File: config.mk
export PLATFORM = sky130hd
export DESIGN_NAME = qspi_stream_ctrl
export DESIGN_NICKNAME = d
export VERILOG_FILES = /design/src/rtl/rle_vga_pkg.sv /design/src/rtl/word_fifo2.sv /design/src/rtl/qspi_stream_ctrl.sv
export SDC_FILE = /design/constraint.sdc
export NUM_CORES = 1
export LEC_CHECK = 0
export CORE_MARGIN = 2
export CORE_UTILIZATION = 51
export CTS_CLUSTER_SIZE = 12
export DETAILED_ROUTE_END_ITERATION = 16
export PLACE_DENSITY = 0.75
export SLEW_MARGIN = 20
export SYNTH_ARGS = -nofsm -noshare
export SYNTH_HDL_FRONTEND = slang
export SYNTH_SLANG_ARGS = --single-unit
File: constraint.sdc
create_clock -name clk -period 3.3 [get_ports clk]
set_input_delay 0.66 -clock clk [delete_from_list [all_inputs] [get_ports clk]]
set_output_delay 0.66 -clock clk [all_outputs]
set_load 0.1 [all_outputs]
File: src/rtl/rle_vga_pkg.sv
// Shared types and flash command opcodes for the QSPI stream controller.
package rle_vga_pkg;

  typedef enum logic [2:0] {
    IDLE,
    RST_EN,
    RST,
    CMD,
    ADDR,
    DUMMY,
    DATA,
    STALL
  } state_e;

  localparam logic [7:0] CMD_QUAD_READ = 8'h6B;
  localparam logic [7:0] CMD_RST_EN    = 8'h66;
  localparam logic [7:0] CMD_RST       = 8'h99;

  // CS-high cycles between the two flash reset commands
  localparam logic [1:0] FLASH_RST_GAP = 2'd2;

endpackage

File: src/rtl/word_fifo2.sv
// Two-entry output FIFO with registered head word and synchronous clear.
module word_fifo2
  import rle_vga_pkg::*;
#(
  parameter int WORD_W = 16
) (
  input  logic              clk,
  input  logic              rst,
  input  logic              clr,
  input  logic              push,
  input  logic [WORD_W-1:0] din,
  input  logic              pop,
  output logic [WORD_W-1:0] dout,
  output logic              valid,
  output logic [1:0]        count
);

  logic [WORD_W-1:0] mem0_q, mem0_d;
  logic [WORD_W-1:0] mem1_q, mem1_d;
  logic [1:0]        count_q, count_d;
  logic              pop_en, push_en;

  always_comb begin
    pop_en  = pop && (count_q != 2'd0);
    push_en = push && ((count_q != 2'd2) || pop_en);
    mem0_d  = mem0_q;
    mem1_d  = mem1_q;
    count_d = count_q;
    if (clr) begin
      count_d = 2'd0;
    end else begin
      case ({push_en, pop_en})
        2'b10: begin
          if (count_q == 2'd0) mem0_d = din;
          else                 mem1_d = din;
          count_d = count_q + 2'd1;
        end
        2'b01: begin
          mem0_d  = mem1_q;
          count_d = count_q - 2'd1;
        end
        2'b11: begin
          if (count_q == 2'd1) begin
            mem0_d = din;
          end else begin
            mem0_d = mem1_q;
            mem1_d = din;
          end
        end
        default: ;
      endcase
    end
  end

  always_ff @(posedge clk) begin
    if (rst) begin
      mem0_q  <= '0;
      mem1_q  <= '0;
      count_q <= 2'd0;
    end else begin
      mem0_q  <= mem0_d;
      mem1_q  <= mem1_d;
      count_q <= count_d;
    end
  end

  assign dout  = mem0_q;
  assign valid = count_q != 2'd0;
  assign count = count_q;

endmodule

File: src/rtl/qspi_stream_ctrl.sv
// Quad-output SPI flash reader streaming packed nibbles to the RLE decoder.
// Define QSPI_STREAM_CTRL_FLASH_RESET_EN to send 0x66/0x99 to the flash after rst.
module qspi_stream_ctrl
  import rle_vga_pkg::*;
#(
  parameter int ADDR_W    = 24,
  parameter int DUMMY_SCK = 8,
  parameter int WORD_W    = 16
) (
  input  logic              clk,
  input  logic              rst,
  input  logic              start,
  input  logic [ADDR_W-1:0] start_addr,
  input  logic              stop,
  output logic              busy,
  output logic [WORD_W-1:0] data_out,
  output logic              data_valid,
  input  logic              data_ready,
  output logic              spi_cs_n,
  output logic              spi_clk,
  output logic              spi_mosi,
  output logic              spi_mosi_oe,
  input  logic [3:0]        spi_miso
);

  localparam int SH_W  = ADDR_W + 8;
  localparam int NIB   = WORD_W / 4;
  localparam int CNT_W = $clog2(SH_W + DUMMY_SCK + 1);
  localparam int NIB_W = $clog2(NIB + 1);
  localparam logic [CNT_W-1:0] LAST_CMD   = CNT_W'(7);
  localparam logic [CNT_W-1:0] LAST_ADDR  = CNT_W'(ADDR_W - 1);
  localparam logic [CNT_W-1:0] LAST_DUMMY = CNT_W'(DUMMY_SCK - 1);
  localparam logic [NIB_W-1:0] LAST_NIB   = NIB_W'(NIB - 1);

`ifdef QSPI_STREAM_CTRL_FLASH_RESET_EN
  localparam state_e           RST_STATE = RST_EN;
  localparam logic [SH_W-1:0]  RST_SH    = {CMD_RST_EN, {ADDR_W{1'b0}}};
`else
  localparam state_e           RST_STATE = IDLE;
  localparam logic [SH_W-1:0]  RST_SH    = '0;
`endif

  state_e            state_q, state_d;
  logic              phase_q, phase_d;
  logic              cs_n_q, cs_n_d;
  logic              sck_q, sck_d;
  logic              mosi_q, mosi_d;
  logic              oe_q, oe_d;
  logic              stopping_q, stopping_d;
  logic [CNT_W-1:0]  cnt_q, cnt_d;
  logic [NIB_W-1:0]  nib_q, nib_d;
  logic [SH_W-1:0]   sh_q, sh_d;
  logic [WORD_W-1:0] word_q, word_d;
  logic [1:0]        gap_q, gap_d;
  logic              fifo_push, fifo_clr, fifo_full, period_end;
  logic [1:0]        fifo_count;

  assign fifo_full = fifo_count == 2'd2;

  always_comb begin
    state_d    = state_q;
    phase_d    = phase_q;
    cs_n_d     = cs_n_q;
    sck_d      = sck_q;
    mosi_d     = mosi_q;
    oe_d       = oe_q;
    stopping_d = stopping_q;
    cnt_d      = cnt_q;
    nib_d      = nib_q;
    sh_d       = sh_q;
    word_d     = word_q;
    gap_d      = gap_q;
    fifo_push  = 1'b0;
    fifo_clr   = 1'b0;
    period_end = 1'b0;

    if (stopping_q || (stop && (state_q != IDLE) && !phase_q)) begin
      state_d    = IDLE;
      phase_d    = 1'b0;
      cs_n_d     = 1'b1;
      sck_d      = 1'b0;
      mosi_d     = 1'b0;
      oe_d       = 1'b1;
      stopping_d = 1'b0;
      nib_d      = '0;
      fifo_clr   = 1'b1;
    end else if (stop && (state_q != IDLE)) begin
      // Finish the high half of SCK; the nibble it carried is dropped.
      sck_d      = 1'b0;
      phase_d    = 1'b0;
      stopping_d = 1'b1;
    end else begin
      case (state_q)
        IDLE: begin
          if (start) begin
            state_d = CMD;
            sh_d    = {CMD_QUAD_READ, start_addr};
            cnt_d   = '0;
            gap_d   = 2'd0;
            phase_d = 1'b0;
          end
        end
        CMD, ADDR, DUMMY, RST_EN, RST: begin
          if (cs_n_q) begin
            if (gap_q != 2'd0) begin
              gap_d = gap_q - 2'd1;
            end else begin
              cs_n_d = 1'b0;
              mosi_d = sh_q[SH_W-1];
            end
          end else if (!phase_q) begin
            sck_d   = 1'b1;
            phase_d = 1'b1;
          end else begin
            sck_d      = 1'b0;
            phase_d    = 1'b0;
            period_end = 1'b1;
            cnt_d      = cnt_q + CNT_W'(1);
            sh_d       = {sh_q[SH_W-2:0], 1'b0};
            mosi_d     = sh_q[SH_W-2];
          end
          if (period_end) begin
            case (state_q)
              CMD: if (cnt_q == LAST_CMD) begin
                state_d = ADDR;
                cnt_d   = '0;
              end
              ADDR: if (cnt_q == LAST_ADDR) begin
                state_d = DUMMY;
                cnt_d   = '0;
                oe_d    = 1'b0;
                mosi_d  = 1'b0;
              end
              DUMMY: if (cnt_q == LAST_DUMMY) begin
                state_d = DATA;
                cnt_d   = '0;
                nib_d   = '0;
              end
              RST_EN: if (cnt_q == LAST_CMD) begin
                state_d = RST;
                cnt_d   = '0;
                cs_n_d  = 1'b1;
                gap_d   = FLASH_RST_GAP - 2'd1;
                sh_d    = {CMD_RST, {ADDR_W{1'b0}}};
                mosi_d  = 1'b0;
              end
              RST: if (cnt_q == LAST_CMD) begin
                state_d = IDLE;
                cnt_d   = '0;
                cs_n_d  = 1'b1;
                mosi_d  = 1'b0;
              end
              default: ;
            endcase
          end
        end
        DATA: begin
          if (!phase_q) begin
            // Only a word boundary may stall, so a started word always has a slot.
            if ((nib_q == '0) && fifo_full) begin
              state_d = STALL;
            end else begin
              sck_d   = 1'b1;
              phase_d = 1'b1;
            end
          end else begin
            sck_d   = 1'b0;
            phase_d = 1'b0;
            word_d  = {word_q[WORD_W-5:0], spi_miso};
            if (nib_q == LAST_NIB) begin
              nib_d     = '0;
              fifo_push = 1'b1;
            end else begin
              nib_d = nib_q + NIB_W'(1);
            end
          end
        end
        STALL: begin
          if (!fifo_full) state_d = DATA;
        end
        default: ;
      endcase
    end
  end

  always_ff @(posedge clk) begin
    if (rst) begin
      state_q    <= RST_STATE;
      phase_q    <= 1'b0;
      cs_n_q     <= 1'b1;
      sck_q      <= 1'b0;
      mosi_q     <= 1'b0;
      oe_q       <= 1'b1;
      stopping_q <= 1'b0;
      cnt_q      <= '0;
      nib_q      <= '0;
      sh_q       <= RST_SH;
      word_q     <= '0;
      gap_q      <= 2'd0;
    end else begin
      state_q    <= state_d;
      phase_q    <= phase_d;
      cs_n_q     <= cs_n_d;
      sck_q      <= sck_d;
      mosi_q     <= mosi_d;
      oe_q       <= oe_d;
      stopping_q <= stopping_d;
      cnt_q      <= cnt_d;
      nib_q      <= nib_d;
      sh_q       <= sh_d;
      word_q     <= word_d;
      gap_q      <= gap_d;
    end
  end

  word_fifo2 #(.WORD_W(WORD_W)) u_fifo (
    .clk   (clk),
    .rst   (rst),
    .clr   (fifo_clr),
    .push  (fifo_push),
    .din   (word_d),
    .pop   (data_ready),
    .dout  (data_out),
    .valid (data_valid),
    .count (fifo_count)
  );

  assign busy        = state_q != IDLE;
  assign spi_cs_n    = cs_n_q;
  assign spi_clk     = sck_q;
  assign spi_mosi    = mosi_q;
  assign spi_mosi_oe = oe_q;

endmodule
**Yosys cells after proc, flatten, opt, wreduce, memory -nomap -nowiden**

Index checks and enable logic that the tools add are counted.

- Add/sub/neg operators: 5
- Equal/unequal tests: 35
- Multiplexer cells: 82
- Bitwise logic cells: 3
- Reduce and logical (&&, ||, !) cells: 35

Operators by type and width:

| kind | number |
|---|---|
| $mux 32 | 6 |
| $mux 16 | 8 |
| $pmux 32 s2 | 1 |
| $pmux 16 s3 | 1 |
| $mux 3 | 14 |
| $mux 6 | 6 |
| $pmux 16 s2 | 1 |
| $mux 1 | 29 |
| $ne 2x2->1 const B | 12 |
| $pmux 6 s2 | 2 |
| $ne 3x3->1 const B | 6 |
| $pmux 3 s5 | 1 |
| $eq 3x3->1 const B | 4 |
| $mux 2 | 6 |
| $pmux 3 s4 | 1 |
| $reduce_and 12->1 | 1 |
| $reduce_bool 2->1 | 6 |
| $eq 3x2->1 const B | 3 |
| $reduce_and 3->1 | 3 |
| $reduce_bool 3->1 | 3 |
| $pmux 2 s2 | 2 |
| $reduce_and 4->1 | 2 |
| $add 6x1->6 const B | 1 |
| $eq 2x2->1 const B | 3 |
| other kinds (25) | 38 |

- Bits in registers: 102
- Bits of input ports: 33
- Output and inout bits: 22
- Word-level logic and storage cells: 175

**Logic depth before layout (Yosys ltp)**

Gate-level depths: netlist (run 1).

- Depth in word-level cells: 10
- Depth in mapped cells: 13
- Depth with buffers taken out: 11

**Cells and area by module**

From an unflattened synthesis (run 1), not the netlist that was laid out.

- Cell total of the unflattened synthesis: 544
- Area total of the unflattened synthesis: 5001.0 um^2

By module, submodules not included:

| module | times used | cells each | area each (um^2) | seq. area each (um^2) |
|---|---|---|---|---|
| qspi_stream_ctrl | 1 | 376 | 3373.2 | 1361.3 |
| word_fifo2 | 1 | 168 | 1627.8 | 680.7 |

**Worst setup path before layout (run 1)**

OpenSTA, ideal clock, no wires.

- Kind: input port to flip-flop
- Start point: in stop
- End point: reg u_fifo.mem0_q[10], in the netlist u_fifo.dout[10]
- Setup time: 0.091 ns
- Arrival: 3.146 ns
- Data required time: 3.209 ns
- Slack: 0.063 ns
- Cell stages on the path: 11
- Buffers on the path: 4
- Cell sequence: clkbuf_1 -> nor2b_1 -> nand4_1 -> buf_4 -> buf_6 -> a211oi_1 -> ha_1 -> mux2i_1 -> clkbuf_1 -> nand2b_1 -> a311oi_1

- Word-level cells in the longest chain between the ends: 8
- Elaborated cells on any way between the ends: 19

RTL lines:

| item | RTL line | source |
|---|---|---|
| start: declaration | qspi_stream_ctrl.sv:14 | `input logic stop,` |
| $logic_and 1x1->1 (*) | qspi_stream_ctrl.sv:77, qspi_stream_ctrl.sv:87 |  |
| $logic_and 1x1->1 | qspi_stream_ctrl.sv:77 | `if (stopping_q \|\| (stop && (state_q != IDLE) && !phase_q)) begin` |
| $logic_or 1x1->1 | qspi_stream_ctrl.sv:77 |  |
| $mux 1 | qspi_stream_ctrl.sv:77 |  |
| $logic_and 1x1->1 | word_fifo2.sv:25 | `push_en = push && ((count_q != 2'd2) \|\| pop_en);` |
| $eq 2x2->1 or $eq 2x1->1 (tied branches) | word_fifo2.sv:32 | `case ({push_en, pop_en})` |
| $ne 2x1->1 (no source line) or $reduce_bool 3->1 (tied branches) | - |  |
| $reduce_and 3->1 (no source line) | - |  |
| end signal: assignment | word_fifo2.sv:61 | `mem0_q <= mem0_d;` |
| end: declaration | word_fifo2.sv:18 | `logic [WORD_W-1:0] mem0_q, mem0_d;` |

Every way passes the cells marked *; elsewhere a longest branch is shown, timed or not. The select of a mux whose other input is x is not followed.
A chain may end at the register's enable or synchronous reset.

**Final worst setup path (run 1)**

- Start point: in stop
- End point: reg u_fifo.mem1_q[11]

- Word-level cells in the longest chain between the ends: 8
- Elaborated cells on any way between the ends: 19

RTL lines:

| item | RTL line | source |
|---|---|---|
| $logic_and 1x1->1 (*) | qspi_stream_ctrl.sv:77, qspi_stream_ctrl.sv:87 |  |
| $logic_and 1x1->1 | qspi_stream_ctrl.sv:77 |  |
| $logic_or 1x1->1 | qspi_stream_ctrl.sv:77 |  |
| $mux 1 | qspi_stream_ctrl.sv:77 |  |
| $logic_and 1x1->1 | word_fifo2.sv:25 |  |
| $eq 2x2->1 | word_fifo2.sv:32 |  |
| $ne 2x2->1 (no source line) or $reduce_bool 2->1 (tied branches) | - |  |
| $reduce_and 4->1 (no source line) | - |  |
| end signal: assignment | word_fifo2.sv:62 | `mem1_q <= mem1_d;` |
| end: declaration | word_fifo2.sv:19 | `logic [WORD_W-1:0] mem1_q, mem1_d;` |

Marked as above.

==> out/summary.txt, run 1 <==
Yosys top cell area share: 42.8%
flop-to-flop setup slack: 530 ps
layout cells sized above 1: 12.7%
vias in the first global route: 3828
post-synth cell types: 57
cells after synthesis: 560
main combinational cell family by area after synthesis: simple AND/OR/NAND/NOR gates
Clock power frac: 21.0%
worst endpoint required time: 3570 ps
Routability Congestion: 0.827
Peak supply drop: 0.000504 V
CTS Buf Count: 9
combinational group share of total power: 35.1%
startpoint types: primary input
area of the multi-input gates: 0.00249 mm^2
RSZ-0062 raised after global routing: no
io pins: 55
asr flop ratio synth: 0%
drt via density: 5.78
Max Root-Sink Buffers: 2
Congestion Overflow GR: 0
sequential fraction of the synthesis area: 42.8%
Leakage: 2.07 nW
H-tree depth: 3
first-pass GRT wire length: 18.0 mm
nature of the critical path endpoint: register
gr usage total: 21.9%
initial drt markers: 219
Slew Viols, Final: 0
clock-pin slew on the worst setup and hold paths: 100 ps
Mapped Nets: 602
core area: 0.00915 mm^2
worst path arrival time: 3210 ps
Warnings, synthesis: 0
hold buffers post-CTS: 0
Std-Cell Rows: 35
Top FF cell, synth: dfxtp_1
outcome: finished, final reports clean
Starting Density: 52.2%
simple logic cell fraction of the synthesized area: 22.9%
Finished Core Util: 60.5%
Synth area leader: dfxtp_1
synthesized area: 0.00477 mm^2
endpoints failing setup: 0
Area Growth Syn to Fin: 16.0%
max cap viols: 0
PostCTS Resize Cnt: 0
endpoints failing hold: 0
Slew @ Worst Pin: 623 ps
min Tclk post-route: 2940 ps
Int Pwr: 0.00216 W
most common cell in the netlist: nor2_1
Hold Crit Class: register to register
DPL Wire Length: 7.23 mm
Filler Cell Count: 815
largest net degree at the start of global routing: 43
setup TNS: 0 ps
clock skew: 18.8 ps
Max Clock Freq: 0.341 GHz
Nets: 644
1st-pass router iterations: 4
post-synthesis compound-gate area fraction: 22.2%
Switch Pwr: 0.00140 W
fin crit share: 89.0%
WL per Instance: 15.0 um
CTS Root Cell: clkbuf_8
Synth area leaders: dfxtp_1 (43%), nor2_1 (9.0%), nand2_1 (4.8%)
clock latency on the worst-skew pair: 370 ps
TritonCTS clock tree: yes
number of flops mapped to enable cells by yosys: 0
Net Sw Frac: 39.3%
DIE WIDTH: 101 um
number of port buffers: 54
post-route ant nets: 0
flip-flop and latch area: 0.00204 mm^2
DR vias: 4142
DIE HEIGHT: 101 um
Setup Crit Path Kind: primary input to register
Slew Limit Headroom: 58.4%
Clock Sink Count: 102
adder-cell share of the synthesized area: 2.36%
syn avg cell area: 8.53 um^2
Flop pwr share: 43.8%
Synth top cells by count: nor2_1 (115), dfxtp_1 (102), nand2_1 (61)
mux share of post-synthesis cell area: 4.19%
antenna cell count: 0
crit-path max FO: 32
power per cell area: 643 mW/mm^2
die area: 0.0102 mm^2
# DRC: 0
Post-Synth XOR/XNOR Area: 0.550%
setup repair bufs after CTS: 0
initial antenna violation count: 0
FF+latch count, synth: 102
total routed wirelength: 10.8 mm
[placed cells by master (no fill, tap or decap), types with 3 or more instances in the layout]
cell type	Yosys	layout
xor2_1	3	3
dfxtp_1	102	102
nand3_1	7	7
a21oi_1	15	15
a211oi_1	20	20
a2111oi_0	19	19
clkbuf_8	0	10
a21o_1	3	3
a2111oi_2	3	3
nand2b_1	22	22
o21ai_0	19	19
a311oi_1	18	18
nand4_1	6	6
and3_1	3	3
mux2i_1	20	20
a211o_1	3	3
nor2b_1	6	6
o221a_2	3	3
nand2_1	61	61
a31oi_1	6	6
or4_1	3	3
buf_4	6	37
ha_1	9	9
inv_1	12	12
nor2_1	115	114
clkdlybuf4s50_1	0	31
[metal layers]
layer  vias to the layer above  track usage (%)  share of wire (%)
met2                       104             34.6                 48
met3                        12             4.65                4.4
li1                       2075                -                  -
met1                      1951             29.8                 46
met4                         0             7.80                1.5
met5                         -                0                  0
[critical path, stage by stage]
cell             delay [ps]
clkdlybuf4s50_1         430
nor2b_1                 250
nand4_1                 170
a211oi_1                410
ha_1                    350
nand2b_1                110
a221oi_2                330
buf_12                  230
nor2_1                   60
a211oi_1                200
[worst paths after layout]
path              startpoint                 to  cells past startpoint
hold / removal      sh_q[28]           sh_q[29]                      2
setup reg to reg  state_q[0]  u_fifo.mem1_q[11]                      9
hold reg to reg     sh_q[28]           sh_q[29]                      2
setup / recovery        stop  u_fifo.mem1_q[11]                     10
[cell families after synthesis]
kind of cell | after synthesis
buffers and inverters | 54
muxes | 20
AOI/OAI and AO/OA | 131
DFF | 102
and+or+nand+nor | 241
xor gates and xnor gates | 3
adders and majority gates | 9
[registers in the layout (all words and copies together), names as in the netlist, 2 cells and up]
register	flops
sh_q	32
u_fifo.dout	16
u_fifo.mem1_q	16
word_q	16
cnt_q	6
nib_q	3
state_q	3
gap_q	2
u_fifo.count	2
[area by class of cell]
| cell class | instances | area share (%) |
|---|---|---|
| Clock inverter | 5 | 0.790 |
| Inverter | 14 | 0.949 |
| Multi-Input combinational cell | 404 | 45.0 |
| Tap cell | 111 | 2.51 |
| Clock buffer | 10 | 2.48 |
| Timing Repair Buffer | 71 | 11.4 |
| Sequential cell | 102 | 36.9 |
[power by group through the flow]
stage	sequential, W	combinational [W]	clock [W]
after global placement	0.00158	0.00122	0
after global routing	0.00159	0.00139	0.000815
after floorplan	0.00157	0.000970	0
after CTS	0.00156	0.00125	0.000769
final	0.00156	0.00125	0.000749
after detailed placement	0.00158	0.00125	0
[metrics by stage]
| step | hold slack [ps] | instance area (um^2) | instances | setup WS, ps | total power (W) |
|---|---|---|---|---|---|
| floorplan | 431 | 4770 | 560 | 63.3 | 0.00254 |
| global placement | 439 | 5360 | 702 | 131 | 0.00279 |
| detailed placement | 453 | 5360 | 702 | 19.6 | 0.00283 |
| CTS | 454 | 5540 | 717 | 369 | 0.00357 |
| global route | 484 | 5540 | 717 | 80.3 | 0.00379 |
| finish | 459 | 5540 | 717 | 364 | 0.00356 |
Note: power is estimated with default switching activity, not from simulation.
==> inputs of run 2 (changes only) <==
CORE_UTILIZATION = 52   (was 51)
CTS_BUF_LIST = sky130_fd_sc_hd__clkbuf_8   (was not set)
PLACE_DENSITY = 0.76   (was 0.75)
SKIP_LAST_GASP = 1   (was not set)
==> run 2 against run 1 <==
  * Cell count decreased by 0.42%
  * Global-route usage is 0.59 points higher
  * Critical endpoint is now u_fifo.mem1_q[15]
  * Fmax decreased by 0.42%
==> out/summary.txt, run 2 (synthesis results as in run 1) <==
DIE WIDTH: 99.8 um
clock-pin slew on the worst setup and hold paths: 110 ps
commonest non-fill, non-tap cell in the layout: nor2_1
drt via density: 5.86
crit-path max FO: 32
flip-flop count of the largest register after layout: 32
Std-Cell Rows: 34
post-route ant nets: 0
Net Sw Frac: 38.6%
startpoint types: primary input
Flop pwr share: 43.4%
cell total after placement: 698
1st-pass router iterations: 5
# DRC: 0
largest net degree at the start of global routing: 43
WL per Instance: 15.0 um
Max Root-Sink Buffers: 2
FF-to-FF Start: state_q[0]
PostCTS Resize Cnt: 0
hold buffers post-CTS: 0
DPL Wire Length: 7.34 mm
fin crit share: 89.4%
die area: 0.00996 mm^2
first-pass GRT wire length: 18.6 mm
Placed Area: 0.00535 mm^2
Final Non-Filler Cells: 714
DR vias: 4186
clock skew: 18.6 ps
Max Clock Freq: 0.339 GHz
CTS Root Cell: clkbuf_8
Finished Core Util: 63.0%
Int Pwr: 0.00221 W
Hold Crit Class: register to register
worst endpoint required time: 3580 ps
Starting Density: 54.2%
worst path arrival time: 3230 ps
flop-to-flop setup slack: 550 ps
initial antenna violation count: 0
vias in the first global route: 4000
endpoints failing setup: 0
final instance area: 0.00555 mm^2
io pins: 55
Worst Setup EP: u_fifo.mem1_q[15]
initial drt markers: 264
CTS Buf Count: 9
nature of the critical path endpoint: register
Clock power frac: 22.4%
Slew Viols, Final: 0
clock latency on the worst-skew pair: 370 ps
FF-to-FF path depth: 9
Routability Congestion: 0.851
total routed wirelength: 10.7 mm
Leakage: 2.08 nW
gr usage total: 22.5%
Setup Crit Path Kind: primary input to register
max cap viols: 0
Switch Pwr: 0.00139 W
commonest cells after routing, fill and taps aside: nor2_1 (114), dfxtp_1 (102), nand2_1 (61)
min Tclk post-route: 2950 ps
Congestion Overflow GR: 0
Most common cell on crit path: a211oi_1
power per cell area: 649 mW/mm^2
Crit Reg-Reg Endpoint: u_fifo.mem1_q[15]
endpoints failing hold: 0
core area: 0.00881 mm^2
Peak supply drop: 0.000394 V
Largest Register: sh_q
crit path max-delay cell type: clkdlybuf4s50_1
setup repair bufs after CTS: 0
number of port buffers: 54
Area Growth Syn to Fin: 16.3%
Slew Limit Headroom: 54.8%
antenna cell count: 0
Nets: 643
H-tree depth: 3
max incr delay on CP: 420 ps
combinational group share of total power: 34.3%
CP Cell Sequence: clkdlybuf4s50_1 -> nor2b_1 -> nand4_1 -> a211oi_1 -> ha_1 -> nand2b_1 -> a221oi_2 -> buf_12 -> nor2_1 -> a211oi_1
setup TNS: 0 ps
outcome: finished, final reports clean
Clock Sink Count: 102
Slew @ Worst Pin: 675 ps
layout cells sized above 1: 12.7%
TritonCTS clock tree: yes
RSZ-0062 raised after global routing: no
CP Launch Point: stop
DIE HEIGHT: 99.8 um
## run 2: cell types whose count changed in the layout (fill, tap and decap cells not counted)
| cell | before | now |
|---|---|---|
| clkbuf_8 | 10 | 9 |
| buf_4 | 37 | 36 |
| clkinv_2 | 0 | 1 |
| clkinv_4 | 1 | 2 |
| clkinvlp_4 | 2 | 1 |
| bufinv_16 | 0 | 1 |
## run 2: per-stage QoR
step / hold slack [ps] / power (W) / setup WS (ps)
after global routing: 497 / 0.00384 / 119
after floorplan: 431 / 0.00254 / 63.3
after global placement: 442 / 0.00278 / 126
final: 465 / 0.00360 / 351
after CTS: 466 / 0.00362 / 343
after detailed placement: 452 / 0.00282 / -21.1
## run 2: layer usage
layer  vias up  track usage [%]  part of all wire [%]
met5         -                0                     0
met4         0             7.06                  0.94
met3        13             3.55                   4.2
met2        96             36.4                    47
met1      2005             31.2                    48
li1       2072                -                     -
## run 2: area by class of cell
type | count | area [um^2]
fillers | 780 | 3250
multi-input cells | 404 | 2490
flip-flops and latches | 102 | 2040
repair buffers | 70 | 626
well taps | 108 | 135
clock buffers | 9 | 124
clock inverters | 7 | 80.1
inverters | 14 | 52.6
## run 2: critical path, delay by kind of cell
family                     cells  cell delay (ps)
AOI/OAI and AO/OA              3              970
buffers and inverters          2              640
and+or+nand+nor                4              600
adders and majority gates      1              350
## run 2: worst min-delay path by stage
stage / start / endpoint / slack (ps) / cells after the start
2_1_floorplan: sh_q[28] / sh_q[29] / 430 / 2
4_1_cts: sh_q[24] / sh_q[25] / 470 / 2
3_5_place_dp: sh_q[29] / sh_q[30] / 450 / 2
3_3_place_gp: sh_q[29] / sh_q[30] / 440 / 2
5_1_grt: sh_q[28] / sh_q[29] / 500 / 2
6_report: sh_q[24] / sh_q[25] / 470 / 2
## run 2: power groups by stage
stage / Sequential [W] / Clock [W] / Combinational, W
2_1_floorplan: 0.00157 / 0 / 0.000970
3_5_place_dp: 0.00159 / 0 / 0.00123
5_1_grt: 0.00159 / 0.000882 / 0.00138
4_1_cts: 0.00156 / 0.000825 / 0.00123
6_report: 0.00156 / 0.000805 / 0.00123
3_3_place_gp: 0.00158 / 0 / 0.00120
==> inputs of run 3 (changes only) <==
SKIP_LAST_GASP = not set   (was 1)
SLEW_MARGIN = not set   (was 20)
==> results of run 3 <==
No change in the layout: final DEF, timing and power equal those of run 2.
